## config.mk

```make
export PLATFORM = sky130hd
export DESIGN_NAME = mem_stage
export DESIGN_NICKNAME = d
export VERILOG_FILES = /design/src/rtl/mem_stage.sv
export SDC_FILE = /design/constraint.sdc
export NUM_CORES = 1
export LEC_CHECK = 0
export CAP_MARGIN = 10
export CORE_MARGIN = 5
export CORE_UTILIZATION = 37
export CTS_CLUSTER_SIZE = 30
export DETAILED_ROUTE_END_ITERATION = 8
export GPL_ROUTABILITY_DRIVEN = 0
export PLACE_DENSITY = 0.77
export SETUP_SLACK_MARGIN = 0.5
export SYNTH_ARGS = -nofsm -noshare
export SYNTH_HDL_FRONTEND = slang
export SYNTH_SLANG_ARGS = --single-unit
```

## constraint.sdc

```tcl
create_clock -name clk -period 1.94 [get_ports clk]
set_input_delay 0.388 -clock clk [delete_from_list [all_inputs] [get_ports clk]]
set_output_delay 0.388 -clock clk [all_outputs]
set_load 0.05 [all_outputs]
```

## src/rtl/mem_stage.sv

```systemverilog
`default_nettype none
// ============================================================================
//  Module      : mem_stage
//  Description : Y86 memory-access stage. Takes the ex_mem register outputs
//                (mem_*), performs at most one data-memory read or write over
//                a req/ack handshake, and drives the mem_wb pipeline registers
//                (wb_*). Upstream is held while an access is outstanding. A
//                halt, illegal instruction or address fault freezes the
//                machine until reset.
//  Ports       : clk, rst (async, active-low)
//                mem_*      : instruction fields from ex_mem
//                mem_stall  : combinational hold request to upstream stages
//                dmem_*     : data-memory request/response handshake
//                wb_*       : registered results toward write-back
//  Revision    : 1.0  initial release
// ============================================================================
module mem_stage #(
  parameter int TIMEOUT = 255  // ACCESS cycles without ack before ADR fault (1..255)
) (
  input  logic        clk,
  input  logic        rst,
  input  logic [7:0]  mem_icode,
  input  logic [7:0]  mem_rA,
  input  logic [7:0]  mem_rB,
  input  logic [31:0] mem_valA,
  input  logic [31:0] mem_valP,
  input  logic [31:0] mem_valE,
  input  logic [7:0]  mem_dstE,
  output logic        mem_stall,
  output logic        dmem_req,
  output logic        dmem_we,
  output logic [31:0] dmem_addr,
  output logic [31:0] dmem_wdata,
  input  logic [31:0] dmem_rdata,
  input  logic        dmem_ack,
  input  logic        dmem_err,
  output logic [7:0]  wb_icode,
  output logic [31:0] wb_valE,
  output logic [31:0] wb_valM,
  output logic [7:0]  wb_dstE,
  output logic [7:0]  wb_dstM,
  output logic [2:0]  wb_stat
);

  localparam logic [7:0] c_i_halt   = 8'h0;
  localparam logic [7:0] c_i_nop    = 8'h1;
  localparam logic [7:0] c_i_rmmovl = 8'h4;
  localparam logic [7:0] c_i_mrmovl = 8'h5;
  localparam logic [7:0] c_i_call   = 8'h8;
  localparam logic [7:0] c_i_ret    = 8'h9;
  localparam logic [7:0] c_i_pushl  = 8'hA;
  localparam logic [7:0] c_i_popl   = 8'hB;
  localparam logic [7:0] c_r_none   = 8'hF;

  localparam logic [2:0] c_s_aok = 3'd1;
  localparam logic [2:0] c_s_hlt = 3'd2;
  localparam logic [2:0] c_s_adr = 3'd3;
  localparam logic [2:0] c_s_ins = 3'd4;

  localparam logic [7:0] c_to_last = 8'(TIMEOUT - 1);
  localparam logic [7:0] c_to_max  = 8'(TIMEOUT);

  typedef enum logic [1:0] {
    ST_IDLE   = 2'd0,
    ST_ACCESS = 2'd1,
    ST_HALTED = 2'd2
  } state_t;

  state_t      state_q, state_d;
  logic [7:0]  cnt_q, cnt_d;
  logic        req_q, req_d;
  logic        we_q, we_d;
  logic [31:0] addr_q, addr_d;
  logic [31:0] wdata_q, wdata_d;
  logic [7:0]  wb_icode_q, wb_icode_d;
  logic [31:0] wb_vale_q, wb_vale_d;
  logic [31:0] wb_valm_q, wb_valm_d;
  logic [7:0]  wb_dste_q, wb_dste_d;
  logic [7:0]  wb_dstm_q, wb_dstm_d;
  logic [2:0]  wb_stat_q, wb_stat_d;

  logic        w_is_read;
  logic        w_is_write;
  logic        w_is_mem;
  logic [31:0] w_addr;
  logic [31:0] w_wdata;
  logic        w_loads_dstm;

  // rB only travels alongside the instruction for tracing.
  logic unused_rb;
  assign unused_rb = ^mem_rB;

  assign w_is_read    = (mem_icode == c_i_mrmovl) || (mem_icode == c_i_popl) ||
                        (mem_icode == c_i_ret);
  assign w_is_write   = (mem_icode == c_i_rmmovl) || (mem_icode == c_i_pushl) ||
                        (mem_icode == c_i_call);
  assign w_is_mem     = w_is_read || w_is_write;
  assign w_addr       = ((mem_icode == c_i_popl) || (mem_icode == c_i_ret)) ? mem_valA : mem_valE;
  assign w_wdata      = (mem_icode == c_i_call) ? mem_valP : mem_valA;
  assign w_loads_dstm = (mem_icode == c_i_mrmovl) || (mem_icode == c_i_popl);

  always_comb begin
    state_d    = state_q;
    cnt_d      = cnt_q;
    req_d      = req_q;
    we_d       = we_q;
    addr_d     = addr_q;
    wdata_d    = wdata_q;
    // wb_* fall back to a bubble unless an instruction completes this cycle.
    wb_icode_d = c_i_nop;
    wb_vale_d  = 32'h0;
    wb_valm_d  = 32'h0;
    wb_dste_d  = c_r_none;
    wb_dstm_d  = c_r_none;
    wb_stat_d  = c_s_aok;
    mem_stall  = 1'b0;

    case (state_q)
      ST_IDLE: begin
        if (w_is_mem) begin
          if (w_addr[1:0] != 2'b00) begin
            // Misaligned: fault without touching memory, and no register writes.
            wb_icode_d = mem_icode;
            wb_vale_d  = mem_valE;
            wb_stat_d  = c_s_adr;
            state_d    = ST_HALTED;
          end else begin
            mem_stall = 1'b1;
            req_d     = 1'b1;
            we_d      = w_is_write;
            addr_d    = w_addr;
            wdata_d   = w_wdata;
            cnt_d     = 8'h0;
            state_d   = ST_ACCESS;
          end
        end else begin
          wb_icode_d = mem_icode;
          wb_vale_d  = mem_valE;
          wb_dste_d  = mem_dstE;
          if (mem_icode == c_i_halt) begin
            wb_stat_d = c_s_hlt;
            state_d   = ST_HALTED;
          end else if (mem_icode > c_i_popl) begin
            wb_stat_d = c_s_ins;
            state_d   = ST_HALTED;
          end
        end
      end

      ST_ACCESS: begin
        // Upstream is held during ACCESS, so mem_* still describe this access.
        mem_stall = !dmem_ack;
        if (dmem_ack) begin
          req_d      = 1'b0;
          wb_icode_d = mem_icode;
          wb_vale_d  = mem_valE;
          if (dmem_err) begin
            wb_stat_d = c_s_adr;
            state_d   = ST_HALTED;
          end else begin
            wb_valm_d = we_q ? 32'h0 : dmem_rdata;
            wb_dste_d = mem_dstE;
            wb_dstm_d = w_loads_dstm ? mem_rA : c_r_none;
            state_d   = ST_IDLE;
          end
        end else if (cnt_q == c_to_last) begin
          // Checked after ack so a late ack in the expiry cycle still completes.
          req_d      = 1'b0;
          wb_icode_d = mem_icode;
          wb_vale_d  = mem_valE;
          wb_stat_d  = c_s_adr;
          state_d    = ST_HALTED;
        end else if (cnt_q != c_to_max) begin
          cnt_d = cnt_q + 8'h1;
        end
      end

      ST_HALTED: begin
        mem_stall = 1'b1;
        req_d     = 1'b0;
      end

      default: begin
        mem_stall = 1'b1;
        req_d     = 1'b0;
        state_d   = ST_HALTED;
      end
    endcase
  end

  always_ff @(posedge clk or negedge rst) begin
    if (!rst) begin
      state_q    <= ST_IDLE;
      cnt_q      <= 8'h0;
      req_q      <= 1'b0;
      we_q       <= 1'b0;
      addr_q     <= 32'h0;
      wdata_q    <= 32'h0;
      wb_icode_q <= c_i_nop;
      wb_vale_q  <= 32'h0;
      wb_valm_q  <= 32'h0;
      wb_dste_q  <= c_r_none;
      wb_dstm_q  <= c_r_none;
      wb_stat_q  <= c_s_aok;
    end else begin
      state_q    <= state_d;
      cnt_q      <= cnt_d;
      req_q      <= req_d;
      we_q       <= we_d;
      addr_q     <= addr_d;
      wdata_q    <= wdata_d;
      wb_icode_q <= wb_icode_d;
      wb_vale_q  <= wb_vale_d;
      wb_valm_q  <= wb_valm_d;
      wb_dste_q  <= wb_dste_d;
      wb_dstm_q  <= wb_dstm_d;
      wb_stat_q  <= wb_stat_d;
    end
  end

  assign dmem_req   = req_q;
  assign dmem_we    = we_q;
  assign dmem_addr  = addr_q;
  assign dmem_wdata = wdata_q;
  assign wb_icode   = wb_icode_q;
  assign wb_valE    = wb_vale_q;
  assign wb_valM    = wb_valm_q;
  assign wb_dstE    = wb_dste_q;
  assign wb_dstM    = wb_dstm_q;
  assign wb_stat    = wb_stat_q;

endmodule
`default_nettype wire

```

==> results of run 1 <==
[path summary, 6_finish.rpt]
check                      cells after the start         start           end  slack [ns]
max reg2reg                                    9    state_q[0]    wb_valE[3]       -0.20
max                                            5    state_q[0]     mem_stall       -0.34
max in group asynchronous                      3           rst   wb_icode[0]        0.81
min                                            2  mem_icode[7]   wb_icode[7]        0.22
min in group asynchronous                      2           rst    wb_stat[1]        0.47
min reg2reg                                    1  dmem_addr[0]  dmem_addr[0]        0.50
[per-stage QoR]
stage          cells  cell area [um^2]
5_1_grt         1241             13000
3_5_place_dp    1126             10400
3_3_place_gp    1126             10400
4_1_cts         1203             12100
6_report        1241             13000
2_1_floorplan    575              6900
[cells in the final DEF, fill, tap and decap left out, types with 20 or more instances in the layout]
| cell type | count |
|---|---|
| a21oi_2 | 48 |
| and3_1 | 33 |
| buf_16 | 20 |
| buf_2 | 49 |
| buf_4 | 103 |
| buf_6 | 72 |
| clkbuf_16 | 23 |
| clkdlybuf4s50_1 | 142 |
| dfrtp_1 | 156 |
| mux2i_1 | 49 |
| nor2_4 | 56 |
| nor2b_1 | 44 |
[cells in the mapped netlist (5+ instances only)]
library cell,number
a21oi_1,71
a22o_1,5
and3_1,33
buf_1,6
buf_2,5
clkbuf_1,25
dfrtp_1,157
dfstp_2,10
inv_1,5
mux2i_1,64
nand2_1,7
nand2b_1,7
nor2_1,78
nor2b_1,45
or2_2,8
[layout make-up]
class / count / area, um^2
Antenna cell: 1 / 2.50
Clock buffer: 18 / 439
Clock inverter: 13 / 113
Fill cell: 1216 / 4820
Inverter: 5 / 18.8
Multi-Input combinational cell: 368 / 3300
Sequential cell: 167 / 4190
Tap cell: 229 / 287
Timing Repair Buffer: 440 / 4660
[flip-flops by register name (all words and copies together) (netlist names)]
name	flops
dmem_we	1
dmem_wdata	32
wb_valM	32
wb_icode	8
wb_dstE	8
dmem_req	1
cnt_q	8
wb_stat	3
wb_valE	32
wb_dstM	8
state_q	2
dmem_addr	32
[worst max-delay path, stage by stage, from the launching register on]
cell and delay (ns):
dfrtp_1 0.37, or2_4 0.17, nor4_2 0.05, or4_4 0.57, a21oi_4 0.16, buf_12 0.15
[metal layers]
metal	vias up	share of wire [%]	GRT usage, %
li1	2847	-	-
met1	3107	38	29.2
met2	280	51	40.7
met3	40	8.6	7.44
met4	0	2.4	8.49
met5	-	0	0
[repair_timing]
item	4_1_cts	5_1_grt
endpoints found under the hold margin	37	0
pin swaps	13	25
gates cloned	22	6
hold buffers	1	0
setup buffers	23	31
setup endpoints to repair	275	227
gates resized for setup	757	141
[power groups by stage]
stage	Sequential, uW	Clock (uW)	Combinational, uW
2_1_floorplan	3720	0	152
3_3_place_gp	3610	0	824
3_5_place_dp	3610	0	832
4_1_cts	3550	3270	902
5_1_grt	3550	3440	1030
6_report	3550	3260	972
[kinds of logic (layout without fill, tap and decap cells)]
logic type / after synthesis / after routing / share of synthesized area (%)
buf+inv: 41 / 476 / 2.40
fa+ha+maj: 2 / 2 / 0.375
compound gates: 96 / 97 / 8.29
simple gates: 202 / 202 / 16.0
flops: 167 / 167 / 62.8
other cells: 0 / 1 / 0
mux: 67 / 67 / 10.1
==> results.json, run 1 <==
{
  "synth_edf_count": 0,
  "p_total_uw": 7780,
  "synth_top_area_cell": "dfrtp_1",
  "cts.sinks": 167,
  "drt_drc_violations_left": 0,
  "drive_gt1_share_pct": 50.0,
  "initial_utilization_pct": 37.4,
  "power_density_nw_per_um2": 598,
  "grt_max_degree": 59,
  "max_cap_violations": 0,
  "yosys_most_used_dff": "dfrtp_1",
  "post-route-util_pct": 73.0,
  "p_int_uw": 5750,
  "final_period_minus_worst_setup_slack_ns": 2.28,
  "maxSlewViolCount": 0,
  "worst_skew_pair.late_latency_ns": 0.43,
  "overflow": 0,
  "dieArea_um2": 20800,
  "setup_viol": 107,
  "post-dp-hpwl_mm": 15.9,
  "ys.warnings.count": 0,
  "drt_iter0_markers": 258,
  "detail_route.first_pass.iterations": 4,
  "grt_antenna_before_repair": 1,
  "clk_pin_slew_ns": 0.07,
  "io_pins": 322,
  "syn_area_per_cell_um2": 11.6,
  "die-width_um": 144,
  "syn_inst": 575,
  "p_comb_share_pct": 12.5,
  "synth_top_area_share_pct": 58.9,
  "post_synth_main_area_contributors": "dfrtp_1 59%, mux2i_1 9.6%, a21oi_1 5.3%",
  "setup.worst_path.class": "register to output pin",
  "synthArstFlopShare_pct": 100,
  "max_slew_margin_pct": 51.7,
  "final_nets": 1165,
  "final_critical_path_setup_slack_ns": -0.343,
  "grt_use_total_pct": 24.1,
  "clock_skew_ns": 0.0158,
  "antenna_violating_nets_left": 0,
  "clock_power_share_pct": 41.9,
  "unrepaired_setup_endpoints_after_global_routing": "true",
  "hold_slack_ns": 0.217,
  "wire_per_inst_um": 22.2,
  "cts_buffers": 17,
  "hold_path_class": "input port to register",
  "syn-cell-area_um2": 6670,
  "crit_path_end_kind": "output pin",
  "tritoncts": "built",
  "arrival_ns": 1.90,
  "power.net_switching_uw": 2030,
  "worst_slew_pin_slew_ns": 0.724,
  "outcome": "finished, violations left",
  "p_sw_share_pct": 26.1,
  "failing_checks": "setup timing",
  "synth_fp_nets": 741,
  "clockRootBuffer": "clkbuf_16",
  "first_global_vias": 6457,
  "worstSetupStartpointType": "register",
  "setup_ws_pre_cts_ns": -0.866,
  "power.sequential.fraction_pct": 45.6,
  "critical_path.max_fanout": 5,
  "final_setup_tns_ns": -12.97,
  "synth_cell_type_count": 40,
  "max-clock-path-buffers": 2,
  "height_of_the_die_um": 144,
  "port-buffer-count": 313,
  "max_freq_ghz": 0.438,
  "post_drt_via_cell_ratio": 5.06,
  "area_growth_pct": 95.1,
  "placeableCoreArea_um2": 17800,
  "postSynthRegisterBits": 167,
  "first_pass_grt_wire_length_mm": 37.7,
  "placement_rows": 49,
  "h_tree_levels": 4,
  "routed-via-count": 6274,
  "leakagePower_uw": 0.00635,
  "finalWirelength_mm": 27.6,
  "yosysSeqAreaShare_pct": 62.8,
  "worst-endpoint-required_ns": 1.55,
  "final_hold_viol_count": 0,
  "peakVddDrop_mv": 0.561,
  "finalCritPeriodShare_pct": 118
}
Note: power is estimated with default switching activity, not from simulation.
==> run 2: changes to the inputs <==
--- a/config.mk
+++ b/config.mk
@@ -5,9 +5,10 @@
 export SDC_FILE = /design/constraint.sdc
 export NUM_CORES = 1
 export LEC_CHECK = 0
+export ABC_AREA = 1
 export CAP_MARGIN = 10
 export CORE_MARGIN = 5
-export CORE_UTILIZATION = 37
+export CORE_UTILIZATION = 38
 export CTS_CLUSTER_SIZE = 30
 export DETAILED_ROUTE_END_ITERATION = 8
 export GPL_ROUTABILITY_DRIVEN = 0
==> results.json, run 2 <==
{
  "place_area_um2": 10800,
  "final_period_minus_worst_setup_slack_ns": 1.98,
  "post_drt_via_cell_ratio": 4.84,
  "peakVddDrop_mv": 0.623,
  "worst_skew_pair.late_latency_ns": 0.43,
  "timing.critical_path.from": "state_q[0]",
  "design_area_um2": 12700,
  "cts_buffers": 17,
  "wire_per_inst_um": 18.4,
  "worst_slew_pin_slew_ns": 0.451,
  "synth.most_common_cell": "nand2_1",
  "max_freq_ghz": 0.505,
  "synth_cell_type_count": 36,
  "initial_utilization_pct": 38.9,
  "drive_gt1_share_pct": 40.3,
  "failing_checks": "setup timing",
  "die-width_um": 146,
  "yosys_most_used_dff": "dfrtp_1",
  "post_synth_main_area_contributors": "dfrtp_1 56%, nand2_1 14%, o21ai_0 6.8%",
  "final_nets": 1365,
  "routed-via-count": 6970,
  "r2r_cells": 8,
  "grt_antenna_before_repair": 0,
  "maxSlewViolCount": 0,
  "placement_rows": 49,
  "final_hold_viol_count": 0,
  "finalWirelength_mm": 26.6,
  "area_growth_pct": 80.3,
  "height_of_the_die_um": 146,
  "clockRootBuffer": "clkbuf_16",
  "max-clock-path-buffers": 2,
  "min_delay_path_depth": 2,
  "critical_path.max_fanout": 3,
  "post-route-util_pct": 70.2,
  "grt_max_degree": 61,
  "antenna_cells": 0,
  "postSynthRegisterBits": 167,
  "io_pins": 322,
  "sequential_cell_area_um2": 4190,
  "power_density_nw_per_um2": 612,
  "max_cap_violations": 0,
  "hold_path.startpoint": "mem_icode[7]",
  "drt_drc_violations_left": 0,
  "crit_path_end_kind": "output pin",
  "n_fill_cell": 1323,
  "first_global_vias": 7069,
  "syn_area_per_cell_um2": 8.95,
  "synth_fp_nets": 953,
  "post-dp-hpwl_mm": 17.6,
  "syn-cell-area_um2": 7040,
  "final_common_cell": "nand2_1",
  "finalCritPeriodShare_pct": 102,
  "arrival_ns": 1.59,
  "drt_iter0_markers": 299,
  "setup.worst_path.class": "register to output pin",
  "synth_edf_count": 0,
  "max_slew_margin_pct": 69.9,
  "h_tree_levels": 4,
  "cts.sinks": 167,
  "synth_top_area_cell": "dfrtp_1",
  "synth_top_cells_by_count": "267 x nand2_1, 157 x dfrtp_1, 95 x o21ai_0",
  "worstSetupStartpointType": "register",
  "antenna_violating_nets_left": 0,
  "unrepaired_setup_endpoints_after_global_routing": "true",
  "clock_skew_ns": 0.0135,
  "most_used_cells_in_the_layout_excluding_fill_and_tap_cells": "226 x nand2_1, 156 x dfrtp_1, 142 x clkdlybuf4s50_1",
  "regToRegStartpoint": "state_q[0]",
  "port-buffer-count": 313,
  "first_pass_grt_wire_length_mm": 38.8,
  "ys.warnings.count": 0,
  "clk_pin_slew_ns": 0.08,
  "final_critical_path_setup_slack_ns": -0.0419,
  "grt_use_total_pct": 22.8,
  "overflow": 0,
  "yosysSeqAreaShare_pct": 59.5,
  "tritoncts": "built",
  "worst-endpoint-required_ns": 1.55,
  "syn_inst": 787,
  "placeableCoreArea_um2": 18100,
  "outcome": "finished, violations left",
  "leakagePower_uw": 0.00661,
  "synth_top_area_share_pct": 55.8,
  "multiInputGateArea_um2": 3040,
  "hold_path_class": "input port to register",
  "detail_route.first_pass.iterations": 4,
  "dieArea_um2": 21400,
  "synthArstFlopShare_pct": 100,
  "setup_viol": 1
}
[run 2: repair_timing]
action	in CTS	in global routing
gates resized for setup	615	215
hold buffers	1	0
pin swaps	36	42
setup endpoints to repair	265	208
buffers inserted	36	8
gates cloned	2	5
hold endpoints to repair	32	0
[run 2: report_power, final]
group          switching, uW  internal, uW  total (uW)  leakage [uW]
Combinational            269           430         700       0.00403
Clock                   1600          2000        3590      0.000299
Sequential                 0          3480        3480       0.00228
[run 2: path summary, 6_finish.rpt]
check | end | slack (ns)
setup reg to reg | wb_valE[3] | 0.24
hold / removal | wb_icode[7] | 0.21
hold reg to reg | dmem_addr[27] | 0.48
min in group asynchronous | wb_valM[29] | 0.48
max in group asynchronous | wb_stat[0] | 0.80
setup / recovery | mem_stall | -0.04
[run 2: metal layers]
metal  track usage (%)  routed length, um
met4              7.81                733
met3              7.10               2120
met5                 0                  0
met2              38.7              13400
met1              27.5              10400
[run 2: layout make-up]
cell class | count | area share, %
clock buffers | 18 | 3.46
multi-input cells | 515 | 24.0
repair buffers | 434 | 33.7
clock inverters | 14 | 1.42
flip-flops and latches | 167 | 33.0
well taps | 229 | 2.26
inverters | 64 | 2.21
[run 2: critical path, stage by stage, from the launching register on]
cell       delay (ns)
dfrtp_1          0.44
buf_6            0.14
inv_2            0.05
o211ai_1         0.29
clkbuf_16        0.24
[run 2: cell families (layout without fill, tap and decap cells)]
logic type / Yosys count / count (layout) / share of synthesized area (%)
XOR/XNOR: 2 / 2 / 0.249
flip-flops: 167 / 167 / 59.5
AO/OA/AOI/OAI: 142 / 142 / 12.2
AND/OR/NAND/NOR: 367 / 367 / 21.1
multiplexers: 2 / 2 / 0.284
buffers and inverters: 105 / 530 / 6.31
adder cells (fa/ha/maj): 2 / 2 / 0.355
[run 2: per-stage QoR]
step	hold slack, ns	TNS [ns]	std cells	setup slack [ns]	power [uW]
floorplan	0.0924	-0.140	787	-0.140	3660
global route	0.195	-0.0949	1441	-0.0949	8060
detailed placement	0.347	-50.78	1357	-0.525	4120
finish	0.210	-0.0419	1441	-0.0419	7770
CTS	0.186	-0.0128	1428	-0.0128	7770
global placement	0.345	-47.80	1357	-0.509	4120
